===== config.mk =====
export PLATFORM = sky130hd
export DESIGN_NAME = vc_tdm_sched2_sec
export DESIGN_NICKNAME = d
export VERILOG_FILES = /design/src/rtl/vc_tdm_sched2_sec_pkg.sv /design/src/rtl/vc_sec_slot_timer.sv /design/src/rtl/vc_tdm_sched2_sec.sv
export SDC_FILE = /design/constraint.sdc
export NUM_CORES = 1
export LEC_CHECK = 0
export CORE_AREA = 2 2 107 109
export DETAILED_ROUTE_END_ITERATION = 7
export DIE_AREA = 0 0 109 111
export SYNTH_ARGS = -nofsm -noshare
export SYNTH_HDL_FRONTEND = slang
export SYNTH_HIERARCHICAL = 1
export SYNTH_SLANG_ARGS = --single-unit

===== constraint.sdc =====
create_clock -name clk -period 5.8 [get_ports clk]
set_clock_uncertainty 0.05 [all_clocks]
set_input_delay 0.87 -clock clk [delete_from_list [all_inputs] [get_ports clk]]
set_output_delay 0.87 -clock clk [all_outputs]
set_load 0.01 [all_outputs]

===== src/rtl/vc_tdm_sched2_sec_pkg.sv =====
// Shared definitions for the secure two-domain TDM blocks: domain labels and
// the ceiling-log2 helper used to size slot counters.
package vc_tdm_sched2_sec_pkg;

  localparam logic VC_SEC_DOM0 = 1'b0;
  localparam logic VC_SEC_DOM1 = 1'b1;

  function automatic int vc_clog2(input int v);
    int r;
    int x;
    r = 0;
    x = v - 1;
    while (x > 0) begin
      r++;
      x = x >> 1;
    end
    return r;
  endfunction

endpackage


===== src/rtl/vc_sec_slot_timer.sv =====
// Free-running slot timer: slot flips every p_slot_len cycles regardless of
// any traffic, so slot timing carries no information from either domain.
module vc_sec_slot_timer
  import vc_tdm_sched2_sec_pkg::*;
#(
  parameter int p_slot_len = 4
) (
  input  logic clk,
  input  logic reset,
  output logic slot,
  output logic last_cycle
);

  localparam int CW = (vc_clog2(p_slot_len) < 1) ? 1 : vc_clog2(p_slot_len);
  localparam logic [CW-1:0] LAST = CW'(p_slot_len - 1);

  logic [CW-1:0] cnt;

  assign last_cycle = (cnt == LAST);

  always_ff @(posedge clk) begin
    if (reset) begin
      cnt  <= '0;
      slot <= VC_SEC_DOM0;
    end else if (last_cycle) begin
      cnt  <= '0;
      slot <= ~slot;
    end else begin
      cnt  <= cnt + 1'b1;
    end
  end

endmodule


===== src/rtl/vc_tdm_sched2_sec.sv =====
// Two-domain time-division scheduler with a private 1-entry buffer per domain;
// out_dom feeds the sel of the downstream secure mux.
module vc_tdm_sched2_sec
  import vc_tdm_sched2_sec_pkg::*;
#(
  parameter int p_nbits    = 32,
  parameter int p_slot_len = 4
) (
  input  logic               clk,
  input  logic               reset,
  input  logic               in0_val,
  output logic               in0_rdy,
  input  logic [p_nbits-1:0] in0_msg,
  input  logic               in1_val,
  output logic               in1_rdy,
  input  logic [p_nbits-1:0] in1_msg,
  output logic               out_val,
  input  logic               out_rdy,
  output logic [p_nbits-1:0] out_msg,
  output logic               out_dom
);

  logic               slot;
  logic               last_cycle;
  logic [1:0]         in_val;
  logic [1:0]         in_rdy;
  logic [1:0]         full;
  logic [p_nbits-1:0] in_msg [2];
  logic [p_nbits-1:0] bufm   [2];

  vc_sec_slot_timer #(
    .p_slot_len (p_slot_len)
  ) u_timer (
    .clk        (clk),
    .reset      (reset),
    .slot       (slot),
    .last_cycle (last_cycle)
  );

  assign in_val    = {in1_val, in0_val};
  assign in_msg[0] = in0_msg;
  assign in_msg[1] = in1_msg;
  assign in0_rdy   = in_rdy[0];
  assign in1_rdy   = in_rdy[1];

  // Each domain's ready looks only at its own buffer and, in its own slot, out_rdy.
  for (genvar d = 0; d < 2; d++) begin : g_dom
    logic               own;
    logic               enq;
    logic               deq;
    logic               full_q;
    logic [p_nbits-1:0] buf_q;

    assign own       = (slot == ((d == 0) ? VC_SEC_DOM0 : VC_SEC_DOM1));
    assign deq       = own & full_q & out_rdy;
    assign in_rdy[d] = ~full_q | (own & out_rdy);
    assign enq       = in_val[d] & in_rdy[d];
    assign full[d]   = full_q;
    assign bufm[d]   = buf_q;

    always_ff @(posedge clk) begin
      if (reset)    full_q <= 1'b0;
      else if (enq) full_q <= 1'b1;
      else if (deq) full_q <= 1'b0;
    end

    always_ff @(posedge clk) begin
      if (enq) buf_q <= in_msg[d];
    end
  end

  assign out_dom = slot;
  assign out_val = (slot == VC_SEC_DOM1) ? full[1] : full[0];
  assign out_msg = (slot == VC_SEC_DOM1) ? bufm[1] : bufm[0];

  // Slot may only change on the timer's final count.
  a_slot_stable : assert property (@(posedge clk) disable iff (reset)
    !last_cycle |=> $stable(slot));

endmodule

==> run summary, run 1 <==
htree depth: 3
WL final: 5350 um
Worst Setup SP: u_timer/slot
Clock transition at path regs: 0.05 ns
Comb pwr share: 13.4%
top post-synthesis cells by count: edfxtp_1 (64), mux2_4 (29), dfxtp_1 (5)
Initial Util: 24.2%
Final Hold Violating Endpoints: 0
uppermost layer routed: met4
Core ar.: 0.0111 mm^2
arrival time of the worst setup path: 2.34 ns
slack of the critical path: 2.54 ns
ys flop type: edfxtp_1
post-synthesis cell type count: 18
register bit total from synthesis: 69
row count: 39
CTS root buf: clkbuf_16
Pleak: 1.49 nW
drt first-iter violations: 39
Layout fillers: 1041
wire length on met3: 344 um
minimum clock period: 3.26 ns
Hold WC Path Type: reg -> reg
die area: 0.0121 mm^2
Fmax: 307 MHz
endpoint class of the critical path: primary output
EDFF count, synth: 64
Metal-1 WL: 2220 um
DPL Wire Length: 3540 um
Slew Viols, Final: 0
largest net degree at the start of global routing: 33
fin crit share: 56.2%
die width: 109 um
wire length per cell: 14.0 um
# IOs: 105
# port buffers: 104
switch share: 20.8%
status: complete, no violations
area of the multi-input gates: 598 um^2
Area Overhead vs Synth: 54.8%
Worst slew margin: 42.7%
vias per inst: 3.87
count leader, synth: edfxtp_1
min-delay src: u_timer/cnt[0]
die height: 111 um
final setup TNS: 0 ns
internal power: 1.03 mW
post-place setup slack: 2.78 ns
Vias: 1483
synthesis warning total: 6
Req. time, crit path: 4.88 ns
fin area: 0.00415 mm^2
total global routing track utilization: 9.47%
first-pass GRT wire length: 8430 um
CP Class: reg -> out
crit-path max FO: 23
clock sink total: 69
sequential power share: 45.7%
post-synth top area share: 71.6%
net count after synthesis: 193
async set-or-reset flop fraction in the synthesized netlist: 0%
initial antenna violation count: 0
placed cell area: 0.00386 mm^2
first drt pass iteration count: 4
FF-to-FF Start: u_timer/slot
register area: 0.00202 mm^2
Final nets: 306
global-route congestion overflow total: 0
PD cells: 313 mW/mm^2
number of CTS-inserted buffers: 9
post-synthesis cell count: 122
ANT cells: 0
area leader, netlist: edfxtp_1
share of layout cells above drive strength 1: 22.5%
RSZ-0062 raised after global routing: false
Cell Area, Synth: 0.00268 mm^2
Clock Latency Late Sink: 0.32 ns
met2 wire length: 2640 um
CTS Buffer Depth: 2
post-cts resize count: 0
vias in the first global route: 1640
setup bufs post-CTS: 0
Post-CTS Hold Buffers: 0
CTS tree: built
clock power share: 40.9%
peak supply drop: 107 uV
post-detailed-route count of antenna-violating nets: 0
GP Congestion: 0.646
maxcap violations: 0
register area share after synthesis: 75.4%
syn_area_per_cell: 22.0 um^2
final setup vio count: 0
synth top area cells: edfxtp_1 (72%), mux2_4 (16%), dfxtp_1 (3.7%), buf_12 (2.2%), mux2_2 (1.7%)
switching power: 0.271 mW
Worst setup SP type: flip-flop
residual DRC count: 0
Worst-Margin Slew: 0.859 ns
per-layer routing:
metal  global-route usage (%)  vias to the layer above
met4                     5.90                        0
li1                         -                      697
met2                     15.2                       63
met5                        0                        -
met1                     10.9                      712
met3                     2.82                       11
cell usage in the layout, fill, tap and decap left out, drive strengths merged, types with 2 or more instances in the layout:
cell and instances:
nor3b 2, nor2 2, ha 2, clkinv 3, clkinvlp 2, edfxtp 64, clkdlybuf4s50 104, clkbuf 10
mux2 33, dfxtp 5, nor3 2, buf 2
critical path, stage by stage, from the launching register on:
cell and delay, ns:
dfxtp_2 0.67, buf_4 0.48, mux2_2 0.39, clkdlybuf4s50_1 0.48
metrics by stage:
step / utilization (%) / power (mW) / cells / hold WS, ns
finish: 37.5 / 1.30 / 383 / 0.406
global route: 37.5 / 1.36 / 383 / 0.428
CTS: 37.5 / 1.32 / 383 / 0.412
detailed placement: 34.8 / 0.783 / 367 / 0.405
global placement: 34.8 / 0.780 / 367 / 0.386
floorplan: - / 0.682 / 122 / 0.372
cell families after synthesis:
| logic type | share of synthesized area, % |
|---|---|
| flip-flops | 75.4 |
| multiplexers | 17.9 |
| AND/OR/NAND/NOR | 1.82 |
| buffers and inverters | 2.80 |
| AO/OA/AOI/OAI | 0.839 |
| adder cells (fa/ha/maj) | 0.933 |
| XOR/XNOR | 0.327 |
registers in the layout, indices dropped and copies added (netlist names):
register	flops
g_dom.buf_q	64
u_timer/cnt	2
g_dom.full_q	2
u_timer/slot	1
area by class of cell:
class                           instances  share of cell area, %
Sequential cell                        69                   48.7
Timing Repair Buffer                  106                   25.4
Multi-Input combinational cell         48                   14.4
Clock buffer                           10                   5.51
Tap cell                              143                   4.31
Clock inverter                          6                   1.54
Inverter                                1                 0.0904
power by group through the flow:
stage | Combinational [mW] | Sequential (mW) | Clock (mW)
floorplan | 0.0817 | 0.600 | 0
global placement | 0.176 | 0.604 | 0
detailed placement | 0.178 | 0.606 | 0
CTS | 0.178 | 0.595 | 0.549
global route | 0.187 | 0.599 | 0.572
finish | 0.175 | 0.595 | 0.532
final timing paths:
| check | endpoint | slack, ns | cells after the start |
|---|---|---|---|
| setup / recovery | out_val | 2.54 | 3 |
| hold / removal | u_timer/cnt[0] | 0.41 | 1 |
| setup reg to reg | g_dom[1].buf_q[13] | 3.27 | 3 |
| hold reg to reg | u_timer/cnt[0] | 0.41 | 1 |
Note: power is estimated with default switching activity, not from simulation.
==> run 2, diff against run 1 <==
==> constraint.sdc (replaced) <==
create_clock -name clk -period 2.7 [get_ports clk]
set_clock_uncertainty 0.05 [all_clocks]
set_input_delay 0.405 -clock clk [delete_from_list [all_inputs] [get_ports clk]]
set_output_delay 0.405 -clock clk [all_outputs]
set_load 0.01 [all_outputs]
==> run 2 against run 1 <==
  * Via count rose by 0.67%
  * Count of clock-buffer cells in the layout did not move
  * Flip-flop and latch count did not move
  * Highest routed layer unchanged
==> run summary, run 2 (same netlist as run 1, synthesis figures left out) <==
peak supply drop: 217 uV (+100%)
first drt pass iteration count: 4 (unchanged)
Vias: 1493 (+0.67%)
clock sink total: 69 (unchanged)
min-delay src: u_timer/cnt[0]
drt first-iter violations: 62 (+59%)
initial antenna violation count: 0 (unchanged)
largest net degree at the start of global routing: 39 (+18%)
PD cells: 638 mW/mm^2 (+100%)
ANT cells: 0 (unchanged)
Area Overhead vs Synth: 54.4%
row count: 39 (unchanged)
die height: 111 um (unchanged)
R2R setup slack: 1.08 ns (-2.19 ns)
first-pass GRT wire length: 8230 um (-2.4%)
Most flops, register: g_dom.buf_q
# port buffers: 104 (unchanged)
setup bufs post-CTS: 0 (unchanged)
# IOs: 105 (unchanged)
global-route congestion overflow total: 0 (unchanged)
Worst setup SP type: flip-flop
Clock transition at path regs: 0.05 ns (about the same)
Post-CTS Hold Buffers: 0 (unchanged)
non-filler cells, final: 385 (+0.52%)
wire length per cell: 13.9 um (-0.84%)
Slew Viols, Final: 0 (unchanged)
slowest cell on the critical path: clkdlybuf4s50_1
highest-count cells in the layout ignoring fill and taps: clkdlybuf4s50_1 (104), edfxtp_1 (64), mux2_4 (29), clkbuf_16 (9), clkinv_1 (5)
CTS tree: built
maxcap violations: 0 (unchanged)
Worst-Margin Slew: 0.293 ns (-0.566 ns)
Final Hold Violating Endpoints: 0 (unchanged)
Final nets: 309 (+0.98%)
placed cells: 370 (+0.82%)
R2R cell count: 4 (+1)
Worst slew margin: 80.4% (+38 points)
Min-Delay Endpoint: u_timer/cnt[0]
CP Class: reg -> out
final setup vio count: 0 (unchanged)
arrival time of the worst setup path: 1.80 ns (-0.54 ns)
status: complete, no violations
Initial Util: 24.2% (unchanged)
RSZ-0062 raised after global routing: false
endpoint class of the critical path: primary output
delay-heaviest family, CP: buffers and inverters
number of CTS-inserted buffers: 9 (unchanged)
share of layout cells above drive strength 1: 21.1% (-1.4 points)
htree depth: 3 (unchanged)
final setup TNS: 0 ns (unchanged)
vias per inst: 3.88 (+0.15%)
Fmax: 443 MHz
crit-path max FO: 38 (+65%)
GP Congestion: 0.673 (+4.2%)
max reg flops: 64 (unchanged)
Metal-1 WL: 2120 um (-4.8%)
worst hold stages: 1 (unchanged)
CP Cell Sequence: buf_12 -> mux2_2 -> clkdlybuf4s50_1
post-detailed-route count of antenna-violating nets: 0 (unchanged)
WL final: 5330 um (-0.32%)
Clock Latency Late Sink: 0.32 ns (about the same)
CP bufs+invs: 2 (unchanged)
die area: 0.0121 mm^2 (unchanged)
uppermost layer routed: met4
Hold WC Path Type: reg -> reg
post-cts resize count: 0 (unchanged)
minimum clock period: 2.26 ns
most common cell after layout, fill and taps aside: clkdlybuf4s50_1
total global routing track utilization: 9.36% (-0.10 points)
Pleak: 1.48 nW (about the same)
Finished Core Util: 37.4% (-0.090 points)
CTS root buf: clkbuf_16
biggest regs: g_dom.buf_q (64), g_dom.full_q (2), u_timer/cnt (2)
FF-to-FF Start: u_timer/slot
die width: 109 um (unchanged)
Req. time, crit path: 2.25 ns (-2.63 ns)
wire length on met3: 419 um (+22%)
Worst path max stage delay: 0.48 ns (-0.19 ns)
CTS Buffer Depth: 2 (unchanged)
residual DRC count: 0 (unchanged)
Core ar.: 0.0111 mm^2 (unchanged)
fin crit share: 83.5%
R2R Path End: g_dom[1].buf_q[12]
vias in the first global route: 1651 (+0.67%)
met2 wire length: 2690 um (+1.9%)
## run 2: cell type report
cell class                      count  area, um^2
Sequential cell                    69        2020
Clock inverter                      5        18.8
Fill cell                        1060        6930
Tap cell                          143         179
Multi-Input combinational cell     48         598
Clock buffer                       10         229
Inverter                            1        3.75
Timing Repair Buffer              109        1090
## run 2: how the worst max path moves through the flow
stage	startpoint	endpoint	slack, ns	cells past startpoint
global placement	out_rdy	in0_rdy	0.55	4
finish	u_timer/slot	out_val	0.44	3
floorplan	u_timer/slot	g_dom[0].buf_q[0]	0.65	3
global route	u_timer/slot	in0_rdy	0.37	4
CTS	u_timer/slot	out_msg[31]	0.40	3
detailed placement	out_rdy	in0_rdy	0.53	4
## run 2: worst reg2reg max path: stages (launching register included)
cell and delay, ns:
dfxtp_2 0.33, buf_12 0.27, a21bo_2 0.22, and2_2 0.15, buf_4 0.26
## run 2: through the flow
step / instance area (um^2) / setup slack, ns / hold WS [ns] / power [mW]
2_1_floorplan: 2690 / 0.653 / 0.372 / 1.46
3_3_place_gp: 3890 / 0.545 / 0.386 / 1.68
3_5_place_dp: 3890 / 0.530 / 0.404 / 1.69
4_1_cts: 4140 / 0.399 / 0.412 / 2.69
5_1_grt: 4140 / 0.370 / 0.452 / 2.77
6_report: 4140 / 0.445 / 0.412 / 2.65
## run 2: per-layer routing
layer | track usage [%] | up-vias
met2 | 15.5 | 59
met4 | 4.36 | 0
met1 | 10.1 | 717
li1 | - | 705
met5 | 0 | -
met3 | 4.17 | 12
## run 2: power breakdown
part | switching, mW | internal [mW]
clock | 0.383 | 0.599
sequential | 0.0195 | 1.25
combinational | 0.135 | 0.259
==> run 3, diff against run 2 <==
==> constraint.sdc (replaced) <==
create_clock -name clk -period 2 [get_ports clk]
set_clock_uncertainty 0.05 [all_clocks]
set_input_delay 0.3 -clock clk [delete_from_list [all_inputs] [get_ports clk]]
set_output_delay 0.3 -clock clk [all_outputs]
set_load 0.01 [all_outputs]
==> run 3 against run 2 <==
  * Final area grew 1.8%
  * Wire length grew 3.8%
  * First-iteration DRC count shrank 31%
  * Critical path depth grew 1
  * Sequential power grew 35%
  * Count of clock-buffer cells in the layout shrank 1
  * Non-clock buffer count grew 5
  * Clock power grew 37%
  * Hold slack gained 0.015 ns
  * Via count grew 1.4%
  * Die area is the same
  * Largest power group unchanged
==> run summary, run 3 (same netlist as run 1, synthesis figures left out) <==
GP Congestion: 0.656 (-2.6%)
CTS Buffer Depth: 2 (unchanged)
max reg flops: 64 (unchanged)
Worst setup SP type: flip-flop
arrival time of the worst setup path: 1.58 ns (-0.22 ns)
vias per inst: 3.88 (+0.11%)
share of layout cells above drive strength 1: 24.7% (+3.6 points)
die width: 109 um (unchanged)
CP Class: reg -> out
endpoint class of the critical path: primary output
CTS root buf: clkbuf_16
first-pass GRT wire length: 8430 um (+2.4%)
number of CTS-inserted buffers: 9 (unchanged)
final setup TNS: 0 ns (unchanged)
Worst path max stage delay: 0.40 ns (-0.08 ns)
status: complete, no violations
switch share: 20.9% (+0.57 points)
Worst slew margin: 84.0% (+3.6 points)
slowest cell on the critical path: dfxtp_4
non-filler cells, final: 390 (+1.3%)
internal power: 2.83 mW (+34%)
Final nets: 314 (+1.6%)
Vias: 1514 (+1.4%)
global-route congestion overflow total: 0 (unchanged)
CTS tree: built
clock sink total: 69 (unchanged)
RSZ-0062 raised after global routing: false
vias in the first global route: 1693 (+2.5%)
htree depth: 3 (unchanged)
# port buffers: 104 (unchanged)
Fmax: 519 MHz
final setup vio count: 0 (unchanged)
Most flops, register: g_dom.buf_q
first drt pass iteration count: 3 (-1)
ANT cells: 0 (unchanged)
crit-path max FO: 7 (-82%)
fin crit share: 96.4%
WL final: 5540 um (+3.8%)
fin area: 0.00422 mm^2 (+1.8%)
largest net degree at the start of global routing: 17 (-56%)
area of the multi-input gates: 598 um^2 (unchanged)
Slew Viols, Final: 0 (unchanged)
drt first-iter violations: 43 (-31%)
Core ar.: 0.0111 mm^2 (unchanged)
peak supply drop: 324 uV (+49%)
Clock Latency Late Sink: 0.32 ns (about the same)
die height: 111 um (unchanged)
DPL Wire Length: 3800 um
sequential power share: 47.9% (about the same)
maxcap violations: 0 (unchanged)
initial antenna violation count: 0 (unchanged)
CP Cell Sequence: buf_16 -> buf_4 -> mux2_4 -> dlygate4sd2_1
biggest regs: g_dom.buf_q (64), g_dom.full_q (2), u_timer/cnt (2)
Req. time, crit path: 1.65 ns (-0.60 ns)
Worst-Margin Slew: 0.239 ns (-0.0539 ns)
total global routing track utilization: 9.75% (+0.39 points)
clock power share: 37.7% (+0.6 points)
minimum clock period: 1.93 ns
highest-count cells in the layout ignoring fill and taps: clkdlybuf4s50_1 (70), edfxtp_1 (64), dlygate4sd2_1 (31), mux2_4 (29), clkbuf_16 (9)
Comb pwr share: 14.4% (-0.5 points)
die area: 0.0121 mm^2 (unchanged)
wire length per cell: 14.2 um (+2.5%)
Pleak: 1.61 nW (+8.2%)
register area: 0.00203 mm^2 (+0.12%)
most common cell after layout, fill and taps aside: clkdlybuf4s50_1
placed cells: 371 (+0.27%)
Layout fillers: 1060 (unchanged)
Clock transition at path regs: 0.05 ns (about the same)
post-detailed-route count of antenna-violating nets: 0 (unchanged)
row count: 39 (unchanged)
switching power: 0.749 mW (+39%)
residual DRC count: 0 (unchanged)
WHS: 0.428 ns (+0.0151 ns)
PD cells: 849 mW/mm^2 (+33%)
Hold WC Path Type: reg -> reg
Initial Util: 24.2% (unchanged)
Final Hold Violating Endpoints: 0 (unchanged)
placed cell area: 0.00393 mm^2 (+0.84%)
Finished Core Util: 38.1% (+0.68 points)
Area Overhead vs Synth: 57.2%
# IOs: 105 (unchanged)
-- run 3: cell types whose count changed in the layout (fill, tap and decap cells not counted), sizes merged --
cell and change:
clkdlybuf4s50 -34, dlymetal6s2s +3, clkbuf -1, dlygate4sd2 +31, buf +5, clkinvlp +1
-- run 3: timing repair --
action	4_1_cts	5_1_grt
gates resized for setup	36	3
endpoints found under the setup margin	35	3
hold buffers	0	0
cloned	1	0
setup buffers	3	0
-- run 3: cell type report --
cell class                 instances  share of cell area (%)
sequential                        69                    48.0
tap                              143                    4.24
clock buffer                       9                    5.34
inverter                           1                  0.0890
multi-input combinational         48                    14.2
clock inverter                     6                   0.742
timing repair buffer             114                    27.4
-- run 3: per-layer routing --
metal / wire length, um / vias to the layer above / GRT usage (%)
met5: 0 / - / 0
met4: 80 / 0 / 4.62
met3: 459 / 8 / 4.12
met2: 2680 / 66 / 15.6
met1: 2320 / 724 / 11.1
li1: - / 716 / -
-- run 3: power by group through the flow --
stage	registers [mW]	clock network (mW)	logic [mW]
floorplan	1.74	0	0.240
detailed placement	1.74	0	0.552
CTS	1.72	1.41	0.533
global placement	1.74	0	0.551
global route	1.72	1.47	0.556
finish	1.72	1.35	0.517
-- run 3: final timing paths --
| check | startpoint | slack, ns | cells past startpoint | end |
|---|---|---|---|---|
| max | u_timer/slot | 0.07 | 4 | out_msg[1] |
| min reg2reg | u_timer/cnt[0] | 0.43 | 1 | u_timer/cnt[0] |
| min | u_timer/cnt[0] | 0.43 | 1 | u_timer/cnt[0] |
| max reg2reg | u_timer/slot | 0.49 | 4 | g_dom[0].buf_q[11] |
-- run 3: critical path: cells and delay by family (launching register included) --
kind | cells | cell delay (ns)
muxes | 1 | 0.29
DFF | 1 | 0.40
buffers and inverters | 3 | 0.57
-- run 3: stage by stage --
step                worst slack [ns]  total power, mW
floorplan                      0.242             1.98
global placement               0.127             2.29
detailed placement             0.110             2.29
CTS                          -0.0764             3.66
global route                 0.00740             3.75
finish                        0.0724             3.58
